## config.mk

```make
export PLATFORM = sky130hd
export DESIGN_NAME = kia2_flat
export DESIGN_NICKNAME = d
export VERILOG_FILES = /design/src/rtl/kia2_pkg.sv /design/src/rtl/kia2_if.sv /design/src/rtl/kia2_ps2_rx.sv /design/src/rtl/kia2.sv /design/src/flat_wrapper.sv
export SDC_FILE = /design/constraint.sdc
export NUM_CORES = 1
export LEC_CHECK = 0
export ABC_AREA = 1
export ABC_CLOCK_PERIOD_IN_PS = 2800
export BUFFER_PORTS_ARGS = -buffer_cell sky130_fd_sc_hd__buf_4
export CAP_MARGIN = 20
export CORE_ASPECT_RATIO = 0.7
export CORE_MARGIN = 4
export CORE_UTILIZATION = 50
export CTS_BUF_LIST = sky130_fd_sc_hd__clkbuf_4
export DETAILED_ROUTE_END_ITERATION = 12
export PLACE_DENSITY = 0.71
export SYNTH_ARGS = -nofsm -noshare
export SYNTH_HDL_FRONTEND = slang
export SYNTH_SLANG_ARGS = --single-unit
```

## constraint.sdc

```tcl
create_clock -name CLK_I -period 2.8 [get_ports CLK_I]
set_clock_uncertainty 0.2 [all_clocks]
set_input_delay 0.56 -clock CLK_I [delete_from_list [all_inputs] [get_ports CLK_I]]
set_output_delay 0.56 -clock CLK_I [all_outputs]
set_load 0.005 [all_outputs]
```

## src/rtl/kia2_pkg.sv

```systemverilog
// kia2_pkg: register map, STAT bit positions, receiver states and a count saturation helper
package kia2_pkg;
    localparam logic [1:0] A_STAT  = 2'd0;
    localparam logic [1:0] A_DATA  = 2'd1;
    localparam logic [1:0] A_COUNT = 2'd2;
    localparam int S_EMPTY = 0;
    localparam int S_FULL  = 1;
    localparam int S_OVR   = 2;
    localparam int S_PERR  = 3;
    localparam int S_FERR  = 4;
    localparam int S_IE    = 5;
    typedef enum logic [1:0] {RX_IDLE, RX_DATA, RX_PARITY, RX_STOP} rx_state_e;
    function automatic logic [7:0] sat8(input int unsigned v);
        return (v > 32'd255) ? 8'hFF : 8'(v);
    endfunction
endpackage

```

## src/rtl/kia2_if.sv

```systemverilog
// kia2_if: 8-bit Wishbone-style slave bus with master/slave views
interface kia2_if;
    logic [1:0] ADR_I;
    logic       WE_I;
    logic       CYC_I;
    logic       STB_I;
    logic [7:0] DAT_I;
    logic       ACK_O;
    logic [7:0] DAT_O;
    modport master (output ADR_I, WE_I, CYC_I, STB_I, DAT_I, input ACK_O, DAT_O);
    modport slave  (input ADR_I, WE_I, CYC_I, STB_I, DAT_I, output ACK_O, DAT_O);
endinterface

```

## src/rtl/kia2_ps2_rx.sv

```systemverilog
// kia2_ps2_rx: PS/2 device-to-host frame receiver with timeout; odd parity checked only with KIA2_PARITY_EN
module kia2_ps2_rx
    import kia2_pkg::*;
#(
    parameter int TIMEOUT = 4096
) (
    input  logic       clk_i,
    input  logic       rst_ni,
    input  logic       c_i,
    input  logic       d_i,
    output logic       byte_valid_o,
    output logic [7:0] byte_o,
    output logic       perr_o,
    output logic       ferr_o
);
`ifdef KIA2_PARITY_EN
    localparam logic PAR_EN = 1'b1;
`else
    localparam logic PAR_EN = 1'b0;
`endif
    localparam int TW = $clog2(TIMEOUT + 1);
    rx_state_e     state_q, state_d;
    logic [1:0]    c_s_q, d_s_q;
    logic          c_prev_q, ev, d;
    logic [2:0]    cnt_q, cnt_d;
    logic [7:0]    sh_q, sh_d;
    logic          bad_q, bad_d, tmo;
    logic [TW-1:0] to_q, to_d;

    assign ev     = c_prev_q & ~c_s_q[1];
    assign d      = d_s_q[1];
    assign tmo    = (state_q != RX_IDLE) && !ev && (to_q == TW'(TIMEOUT - 1));
    assign byte_o = sh_q;

    // synchronisers, edge history and receiver state
    always_ff @(posedge clk_i or negedge rst_ni) begin
        if (!rst_ni) begin
            c_s_q    <= 2'b11;
            d_s_q    <= 2'b11;
            c_prev_q <= 1'b1;
            state_q  <= RX_IDLE;
            cnt_q    <= '0;
            sh_q     <= '0;
            bad_q    <= 1'b0;
            to_q     <= '0;
        end else begin
            c_s_q    <= {c_s_q[0], c_i};
            d_s_q    <= {d_s_q[0], d_i};
            c_prev_q <= c_s_q[1];
            state_q  <= state_d;
            cnt_q    <= cnt_d;
            sh_q     <= sh_d;
            bad_q    <= bad_d;
            to_q     <= to_d;
        end
    end

    // frame sequencing on PS/2 clock falling edges; parity verdict is taken at the parity bit
    always_comb begin
        state_d      = state_q;
        cnt_d        = cnt_q;
        sh_d         = sh_q;
        bad_d        = bad_q;
        to_d         = (state_q == RX_IDLE || ev) ? '0 : to_q + TW'(1);
        byte_valid_o = 1'b0;
        perr_o       = 1'b0;
        ferr_o       = 1'b0;
        if (tmo) begin
            state_d = RX_IDLE;
            to_d    = '0;
            ferr_o  = 1'b1;
        end else if (ev) begin
            case (state_q)
                RX_IDLE: begin
                    state_d = d ? RX_IDLE : RX_DATA;
                    cnt_d   = '0;
                end
                RX_DATA: begin
                    sh_d    = {d, sh_q[7:1]};
                    cnt_d   = cnt_q + 3'd1;
                    state_d = (cnt_q == 3'd7) ? RX_PARITY : RX_DATA;
                end
                RX_PARITY: begin
                    bad_d   = PAR_EN & ~^{sh_q, d};
                    state_d = RX_STOP;
                end
                RX_STOP: begin
                    state_d      = RX_IDLE;
                    ferr_o       = ~d;
                    perr_o       = d & bad_q;
                    byte_valid_o = d & ~bad_q;
                end
                default: state_d = RX_IDLE;
            endcase
        end
    end
endmodule

```

## src/rtl/kia2.sv

```systemverilog
// kia2: PS/2 keyboard adapter with byte FIFO, error flags and interrupt; parity check enabled by KIA2_PARITY_EN
module kia2
    import kia2_pkg::*;
#(
    parameter int DEPTH   = 16,
    parameter int TIMEOUT = 4096
) (
    input  logic  CLK_I,
    input  logic  RES_I,
    kia2_if.slave bus,
    input  logic  D_I,
    input  logic  C_I,
    output logic  INT_O
);
    localparam int AW = $clog2(DEPTH);
    logic [AW-1:0] rp_q, rp_d, wp_q, wp_d;
    logic [AW:0]   cnt_q, cnt_d;
    logic [7:0]    mem_q [DEPTH];
    logic          ack_q, int_q, ie_q, ie_d, ovr_q, ovr_d, perr_q, perr_d, ferr_q, ferr_d;
    logic          empty, full, acc, wr, stat_wr, pop, flush, push;
    logic          rx_valid, rx_perr, rx_ferr, unused_dat;
    logic [7:0]    rx_byte, stat, rdata;

    kia2_ps2_rx #(.TIMEOUT(TIMEOUT)) u_rx (
        .clk_i       (CLK_I),
        .rst_ni      (RES_I),
        .c_i         (C_I),
        .d_i         (D_I),
        .byte_valid_o(rx_valid),
        .byte_o      (rx_byte),
        .perr_o      (rx_perr),
        .ferr_o      (rx_ferr)
    );

    assign unused_dat = ^{bus.DAT_I[7:6], bus.DAT_I[1:0]};
    assign bus.ACK_O  = ack_q;
    assign bus.DAT_O  = ack_q ? rdata : 8'h00;
    assign INT_O      = int_q;

    // bus decode acts in the ACK cycle; flush beats push, and a pop frees room for a same-cycle push
    always_comb begin
        empty   = (cnt_q == '0);
        full    = (cnt_q == (AW+1)'(DEPTH));
        acc     = ack_q & bus.CYC_I & bus.STB_I;
        wr      = acc & bus.WE_I;
        stat_wr = wr && (bus.ADR_I == A_STAT);
        pop     = wr && (bus.ADR_I == A_DATA) && !empty;
        flush   = wr && (bus.ADR_I == A_COUNT);
        push    = rx_valid & ~flush & (~full | pop);
        wp_d    = flush ? wp_q : wp_q + AW'(push);
        rp_d    = flush ? wp_q : rp_q + AW'(pop);
        cnt_d   = flush ? '0 : cnt_q + (AW+1)'(push) - (AW+1)'(pop);
        ovr_d   = (rx_valid & ~flush & full & ~pop) | (ovr_q & ~(stat_wr & bus.DAT_I[S_OVR]));
        perr_d  = rx_perr | (perr_q & ~(stat_wr & bus.DAT_I[S_PERR]));
        ferr_d  = rx_ferr | (ferr_q & ~(stat_wr & bus.DAT_I[S_FERR]));
        ie_d    = stat_wr ? bus.DAT_I[S_IE] : ie_q;
        stat    = {2'b00, ie_q, ferr_q, perr_q, ovr_q, full, empty};
        rdata   = (bus.ADR_I == A_STAT)  ? stat :
                  (bus.ADR_I == A_DATA)  ? (empty ? 8'h00 : mem_q[rp_q]) :
                  (bus.ADR_I == A_COUNT) ? sat8(32'(cnt_q)) : 8'h00;
    end

    // acknowledge, FIFO storage and pointers, sticky flags, interrupt
    always_ff @(posedge CLK_I or negedge RES_I) begin
        if (!RES_I) begin
            ack_q  <= 1'b0;
            int_q  <= 1'b0;
            ie_q   <= 1'b0;
            ovr_q  <= 1'b0;
            perr_q <= 1'b0;
            ferr_q <= 1'b0;
            rp_q   <= '0;
            wp_q   <= '0;
            cnt_q  <= '0;
            for (int i = 0; i < DEPTH; i++) mem_q[i] <= 8'h00;
        end else begin
            ack_q  <= bus.CYC_I & bus.STB_I & ~ack_q;
            int_q  <= ie_q & ~empty;
            ie_q   <= ie_d;
            ovr_q  <= ovr_d;
            perr_q <= perr_d;
            ferr_q <= ferr_d;
            rp_q   <= rp_d;
            wp_q   <= wp_d;
            cnt_q  <= cnt_d;
            if (push) mem_q[wp_q] <= rx_byte;
        end
    end
endmodule

```

## src/flat_wrapper.sv

```systemverilog
// flat-port wrapper written by rule: the top's interface ports become plain ports
module kia2_flat import kia2_pkg::*;
#(
    parameter int DEPTH   = 16,
    parameter int TIMEOUT = 4096
)
  (CLK_I, RES_I, D_I, C_I, INT_O, bus_ADR_I, bus_WE_I, bus_CYC_I, bus_STB_I, bus_DAT_I, bus_ACK_O, bus_DAT_O);
  kia2_if bus_i ();
  input  logic CLK_I;
  input  logic RES_I;
  input  logic D_I;
  input  logic C_I;
  output logic INT_O;
  input wire logic [$bits(bus_i.ADR_I)-1:0] bus_ADR_I;
  input wire logic [$bits(bus_i.WE_I)-1:0] bus_WE_I;
  input wire logic [$bits(bus_i.CYC_I)-1:0] bus_CYC_I;
  input wire logic [$bits(bus_i.STB_I)-1:0] bus_STB_I;
  input wire logic [$bits(bus_i.DAT_I)-1:0] bus_DAT_I;
  output wire logic [$bits(bus_i.ACK_O)-1:0] bus_ACK_O;
  output wire logic [$bits(bus_i.DAT_O)-1:0] bus_DAT_O;
  assign bus_i.ADR_I = bus_ADR_I;
  assign bus_i.WE_I = bus_WE_I;
  assign bus_i.CYC_I = bus_CYC_I;
  assign bus_i.STB_I = bus_STB_I;
  assign bus_i.DAT_I = bus_DAT_I;
  assign bus_ACK_O = bus_i.ACK_O;
  assign bus_DAT_O = bus_i.DAT_O;
  kia2 #(.DEPTH(DEPTH), .TIMEOUT(TIMEOUT)) u_core (.CLK_I(CLK_I), .RES_I(RES_I), .bus(bus_i), .D_I(D_I), .C_I(C_I), .INT_O(INT_O));
endmodule
```

---- Word level (Yosys, flattened, before mapping) ----
Index checks and enable logic that the tools add are counted.
storage, ports and cells
  bits in registers ....................... 178
  output and inout port bits .............. 10
  bits of input ports ..................... 17
  logic and storage cells ................. 127
cells by class
  bitwise logic cells ..................... 33
  mux-type cells .......................... 27
  add/sub/neg operators ................... 6
  reductions and logical operators ........ 18
  equality and inequality tests ........... 8
  order comparisons ....................... 3
operator list
  kind                                                                     number
  128-bit bitwise mux                                                      1
  8-bit 2-to-1 mux                                                         7
  8-bit binary-select mux with 4-bit select                                1
  8-bit demux with 4-bit select                                            1
  13-bit 2-to-1 mux                                                        2
  1-bit AND                                                                17
  13-bit by 1-bit adder with 13-bit output, second input constant          1
  13-bit by 12-bit equality test with 1-bit output, second input constant  1
  1-bit NOT                                                                11
  5-bit greater-or-equal comparator, second input constant                 2
  5-bit 2-to-1 mux                                                         2
  4-bit NOT with 5-bit output                                              2
  4-bit by 1-bit adder with 4-bit output                                   2
  2-bit case mux with 4 select lines                                       1
  1-bit logical AND                                                        7
  1-bit 2-to-1 mux                                                         7
  2-bit equality test, second input constant                               3
  2-bit 2-to-1 mux                                                         3
  3-bit case mux with 2 select lines                                       1
  3-bit AND reduction                                                      2
  2-bit nonzero test                                                       3
  5-bit by 1-bit adder with 5-bit output                                   1
  5-bit equality test, second input constant                               1
  5-bit zero test                                                          1
  10 further kinds                                                         15

---- Depth between registers and ports, before layout ----
  depth in word-level cells ............... 11
  depth in mapped cells ................... 18
  mapped depth without buffers ............ 17

---- By module ----
From an unflattened synthesis, not the netlist that was laid out.
second synthesis, totals
  cell total of the unflattened synthesis .. 1122
  area, all modules ....................... 9171.3 sq um
by module, submodules not included
  module       area each (sq um)  instances  sequential area each (sq um)  cells each
  kia2         7696.1             1          3678.5                        957
  kia2_ps2_rx  1475.2             1          782.0                         165

---- Least setup slack after synthesis ----
No wires, ideal clock.
  path kind ............................... in2reg
  from .................................... in bus_STB_I
  to ...................................... reg u_core.cnt_q[4]
  data arrival time ....................... 2517 ps
  stages .................................. 17
  path buffers ............................ 1
  setup time .............................. 78 ps
  slack ................................... 6 ps
  data required time ...................... 2522 ps
  path through ............................ nand2_1 > nor2_4 > inv_2 > nor2_8 > inv_4 > nand2_8 > buf_8 > nand2_1 > inv_1 > ha_1 > inv_1 > fa_1 > inv_1 > a21oi_1 > o21ai_0 > o21ai_0 > a21oi_1
between the ends
  longest elaborated chain between the ends .. 9
  elaborated cells on any way between the ends .. 12
  classes of those cells .................. 2 x add/sub; 1 x mux; 6 x bitwise; 3 x reduce/logical
ends and longest elaborated chain
  item                                            line                    source
  start, declared                                 flat_wrapper.sv:17      input wire logic [$bits(bus_i.STB_I)-1:0] bus_STB_I;
  1-bit AND (*)                                   kia2.sv:44              acc = ack_q & bus.CYC_I & bus.STB_I;
  1-bit AND (*)                                   kia2.sv:45              wr = acc & bus.WE_I;
  1-bit logical AND (on tied branches)            kia2.sv:47, kia2.sv:48
  1-bit logical AND or 1-bit NOT (tied branches)  kia2.sv:47, kia2.sv:49
  1-bit bitwise OR or 1-bit AND (tied branches)   kia2.sv:49              push = rx_valid & ~flush & (~full | pop);
  1-bit AND                                       kia2.sv:49
  5-bit by 1-bit adder with 5-bit output          kia2.sv:52              cnt_d = flush ? '0 : cnt_q + (AW+1)'(push) - (AW+1)'(pop);
  5-bit by 1-bit subtractor with 5-bit output     kia2.sv:52
  5-bit 2-to-1 mux (*)                            kia2.sv:52
  named net u_core.cnt_d[4]                       kia2.sv:17              logic [AW:0] cnt_q, cnt_d;
  end signal, assigned                            kia2.sv:85              cnt_q <= cnt_d;
  end, declared                                   kia2.sv:17
Mark *: on every way through the listed nets, which the timed path passes. The rest lies on a longest branch.
A chain may end at the register's enable or synchronous reset.

---- Final worst setup path ----
  from .................................... reg u_core.rp_q[0]
  to ...................................... out bus_DAT_O[0]
between the ends
  longest elaborated chain between the ends .. 8
ends and longest elaborated chain
  item                                                 line                source
  start, declared                                      kia2.sv:16          logic [AW-1:0] rp_q, rp_d, wp_q, wp_d;
  start signal, assigned                               kia2.sv:83          rp_q <= rp_d;
  4-bit NOT with 5-bit output (implied by the code)    kia2.sv:59          (bus.ADR_I == A_DATA) ? (empty ? 8'h00 : mem_q[rp_q]) :
  8-bit binary-select mux with 4-bit select            kia2.sv:59
  8-bit 2-to-1 mux (implied by the code) (2 in a row)  kia2.sv:59
  8-bit 2-to-1 mux (2 in a row)                        kia2.sv:59
  8-bit 2-to-1 mux                                     kia2.sv:58          rdata = (bus.ADR_I == A_STAT) ? stat :
  8-bit 2-to-1 mux                                     kia2.sv:37          assign bus.DAT_O = ack_q ? rdata : 8'h00;
  end, declared                                        flat_wrapper.sv:20  output wire logic [$bits(bus_i.DAT_O)-1:0] bus_DAT_O;
Every way passes these cells. The select of a mux whose other input is x is not followed.

==> summary.md <==
| Metric | Value |
|---|---|
| Status | `finished, violations left` |
| Failing checks | `negative setup slack` |
| Simple-gate portion of the synthesized area | `0.255` |
| Synth Area in Compound Gates | `0.120` |
| Nets | `1158` |
| Area growth, synth to finish | `13.3%` |
| Max-Cap Viols | `0` |
| Routed wire length | `21400 um` |
| Flop-to-flop setup slack | `110 ps` |
| Synth Flop Type | `dfrtp_1` |
| Max frequency | `341 MHz` |
| 1st-iter DRT viols | `686` |
| Main combinational cell family by area after synthesis | `simple AND/OR/NAND/NOR gates` |
| Final Worst Setup Slack | `-129 ps` |
| Worst hold endpoint | `u_core.perr_q` |
| Core ar. | `17300 sq um` |
| Cell area after placement | `9280 sq um` |
| Share of cells above drive strength 1 | `0.172` |
| Cell leakage power | `0.00461 uW` |
| DRT Pass-1 Iters | `5` |
| CP arrival | `2170 ps` |
| Drt drc | `0` |
| Synth Net Count | `1125` |
| Fill cells | `1543` |
| Combinational power share | `0.324` |
| Synth Area in Adders | `0.0178` |
| Global route total overflow | `0` |
| Worst Hold Class | `in -> reg` |
| Worst-path clk slew | `170 ps` |
| Initial core utilization | `0.513` |
| Relative slew slack | `0.473` |
| Wirelength per Cell | `15.6 um` |
| Largest net degree at the start of global routing | `68` |
| CTS Root Cell | `clkbuf_4` |
| Io pins | `27` |
| First-pass GRT wire length | `35300 um` |
| Post-route cell area | `10000 sq um` |
| Final setup TNS | `-861 ps` |
| Die X | `167 um` |
| Syn avg cell area | `8.08 sq um` |
| Maximum vdd drop | `507 uV` |
| CTS Sinks | `178` |
| Psw | `2520 uW` |
| Mapped Area | `8860 sq um` |
| Commonest non-fill, non-tap cell in the layout | `nand2_1` |
| Final slew viol count | `0` |
| # rows | `40` |
| Mapped Cells | `1096` |
| Vias in the first global route | `6709` |
| Finish-stage setup viols | `8` |
| Initial antenna violation count | `0` |
| Diodes inserted | `0` |
| Post-synth ARST share | `1.00` |
| Part of the power in registers | `0.435` |
| Inserted Clock Buffers | `17` |
| Final core utilization | `0.581` |
| Placed insts | `1327` |
| Most frequent cells in the layout | `326 x nand2_1, 171 x dfrtp_1, 117 x inv_1` |
| Hold Path Cell Cnt | `4` |
| CP Data Required Time | `2040 ps` |
| RSZ-0062 raised after global routing | `true` |
| Reg2reg path depth | `18` |
| Internal power contribution | `3900 uW` |
| Sequential element share of the synthesized area | `0.503` |
| Via count | `7229` |
| Post-layout min period | `2930 ps` |
| Clock Power Share | `0.241` |
| Routability Congestion | `0.942` |
| Tcrit/Tclk final | `1.05` |
| Register bit total from synthesis | `178` |
| Post-DP HPWL | `14000 um` |
| H-tree depth | `4` |
| Synth cell types | `39` |
| Port Buffers | `22` |
| Final count of hold timing violations | `0` |
| Post-route ant nets | `0` |
| Crit. End Element | `primary output` |
| R2R Path End | `u_core.cnt_q[4]` |
| Vias per inst | `5.27` |
| Worst Path Max Fanout | `13` |
| Chip Height | `119 um` |
| Die area | `19900 sq um` |
| Critical Path Start Type | `flip-flop` |
| Post-synthesis xor/xnor area fraction | `0.0129` |
| GRT Total Usage | `0.220` |
| Ys Warns | `0` |
| CTS tree | `done` |
| Hold_sp | `bus_DAT_I[3]` |
| Worst r2r src | `u_core.cnt_q[2]` |
| Overall Power | `6410 uW` |
| Worst-margin pin slew | `790 ps` |
| Switch share | `0.392` |
| Post-synthesis mux area share | `0` |
| Fin cells | `1373` |
| Power per cell area | `639 nW/um^2` |
| Bufs on Longest Clock Path | `2` |
| EDFF count, synth | `0` |
| Clk_lat worst skew | `570 ps` |
| WS Path Type | `reg -> out` |
## worst max-delay path: stages (launching register included)
cell and delay [ps]:
dfrtp_2 510, inv_8 80, buf_12 130, buf_16 140
nand2_2 50, nand3_1 60, nand3_1 100, nand3_1 120
nand2_2 90, nand2_1 60, a21oi_2 130, buf_4 120
## worst max path at each step
stage | start | to
CTS | u_core.rp_q[0] | bus_DAT_O[1]
floorplan | bus_STB_I | u_core.cnt_q[4]
global route | u_core.rp_q[0] | bus_DAT_O[0]
detailed placement | bus_STB_I | u_core.cnt_q[4]
global placement | bus_STB_I | u_core.cnt_q[4]
finish | u_core.rp_q[0] | bus_DAT_O[0]
## state kept, by name, indices dropped and copies added (netlist names), 2 cells and up
signal               cells
u_core.u_rx.to_q        13
u_core.wp_q              4
u_core.u_rx.state_q      2
u_core.u_rx.c_s_q        2
u_core.rp_q              4
u_core.u_rx.byte_o       8
u_core.u_rx.cnt_q        3
u_core.u_rx.d_s_q        2
u_core.mem_q           128
u_core.cnt_q             5
## synthesized netlist by cell type (3+ instances only)
library cell	n	area, sq um
nand3_1	92	460
ha_1	11	138
a21oi_1	21	105
inv_2	6	22.5
a31oi_1	4	25.0
nor2_1	47	176
nand4_1	4	25.0
xor2_1	9	78.8
buf_2	5	25.0
buf_6	9	101
dfstp_2	5	131
dfrtp_1	173	4330
nand3_4	8	140
o21ai_1	88	440
inv_1	123	462
o21ai_2	11	96.3
nand2_1	336	1260
o21ai_0	67	335
nand3_2	8	80.1
nor3_1	3	15.0
xnor2_1	4	35.0
clkbuf_1	36	135
## through the flow
step / hold WS [ps] / setup slack (ps)
floorplan: 64.4 / 5.78
global placement: 147 / 20.6
detailed placement: 148 / -44.9
CTS: 6.25 / -185
global route: 24.9 / -257
finish: 33.1 / -129
## area by class of cell
type,instances,area [sq um],share of cell area
inverters,133,518,0.0516
clock inverters,15,188,0.0187
flip-flops and latches,178,4460,0.445
clock buffers,17,128,0.0127
multi-input cells,732,3810,0.380
repair buffers,67,643,0.0641
well taps,231,289,0.0288
## timing repair
| action | in CTS | in global routing |
|---|---|---|
| setup endpoints to repair | 9 | 9 |
| buffers inserted | 5 | 4 |
| endpoints found under the hold margin | 64 | 0 |
| cloned | 1 | 0 |
| pin swaps | 10 | 1 |
| hold buffers | 4 | 0 |
| gates resized for setup | 38 | 40 |
## power by group through the flow
stage / Sequential, uW / Clock (uW) / Combinational [uW]
after detailed placement: 2820 / 0 / 1700
after global placement: 2820 / 0 / 1690
final: 2790 / 1540 / 2080
after floorplan: 2790 / 0 / 1110
after CTS: 2780 / 1580 / 1910
after global routing: 2810 / 1670 / 2290
## layer usage
layer / vias to the layer above / wire length [um] / global-route usage
met4: 0 / 247 / 0.0552
met2: 182 / 9250 / 0.320
met3: 22 / 1170 / 0.0372
li1: 3574 / - / -
met1: 3451 / 10700 / 0.343
met5: - / 0 / 0
## kinds of logic after synthesis
| kind of cell | after synthesis |
|---|---|
| compound gates | 199 |
| xor+xnor | 13 |
| fa+ha+maj | 12 |
| buf+inv | 186 |
| flops | 178 |
| simple gates | 508 |
Power figures use the tool's default switching activity.
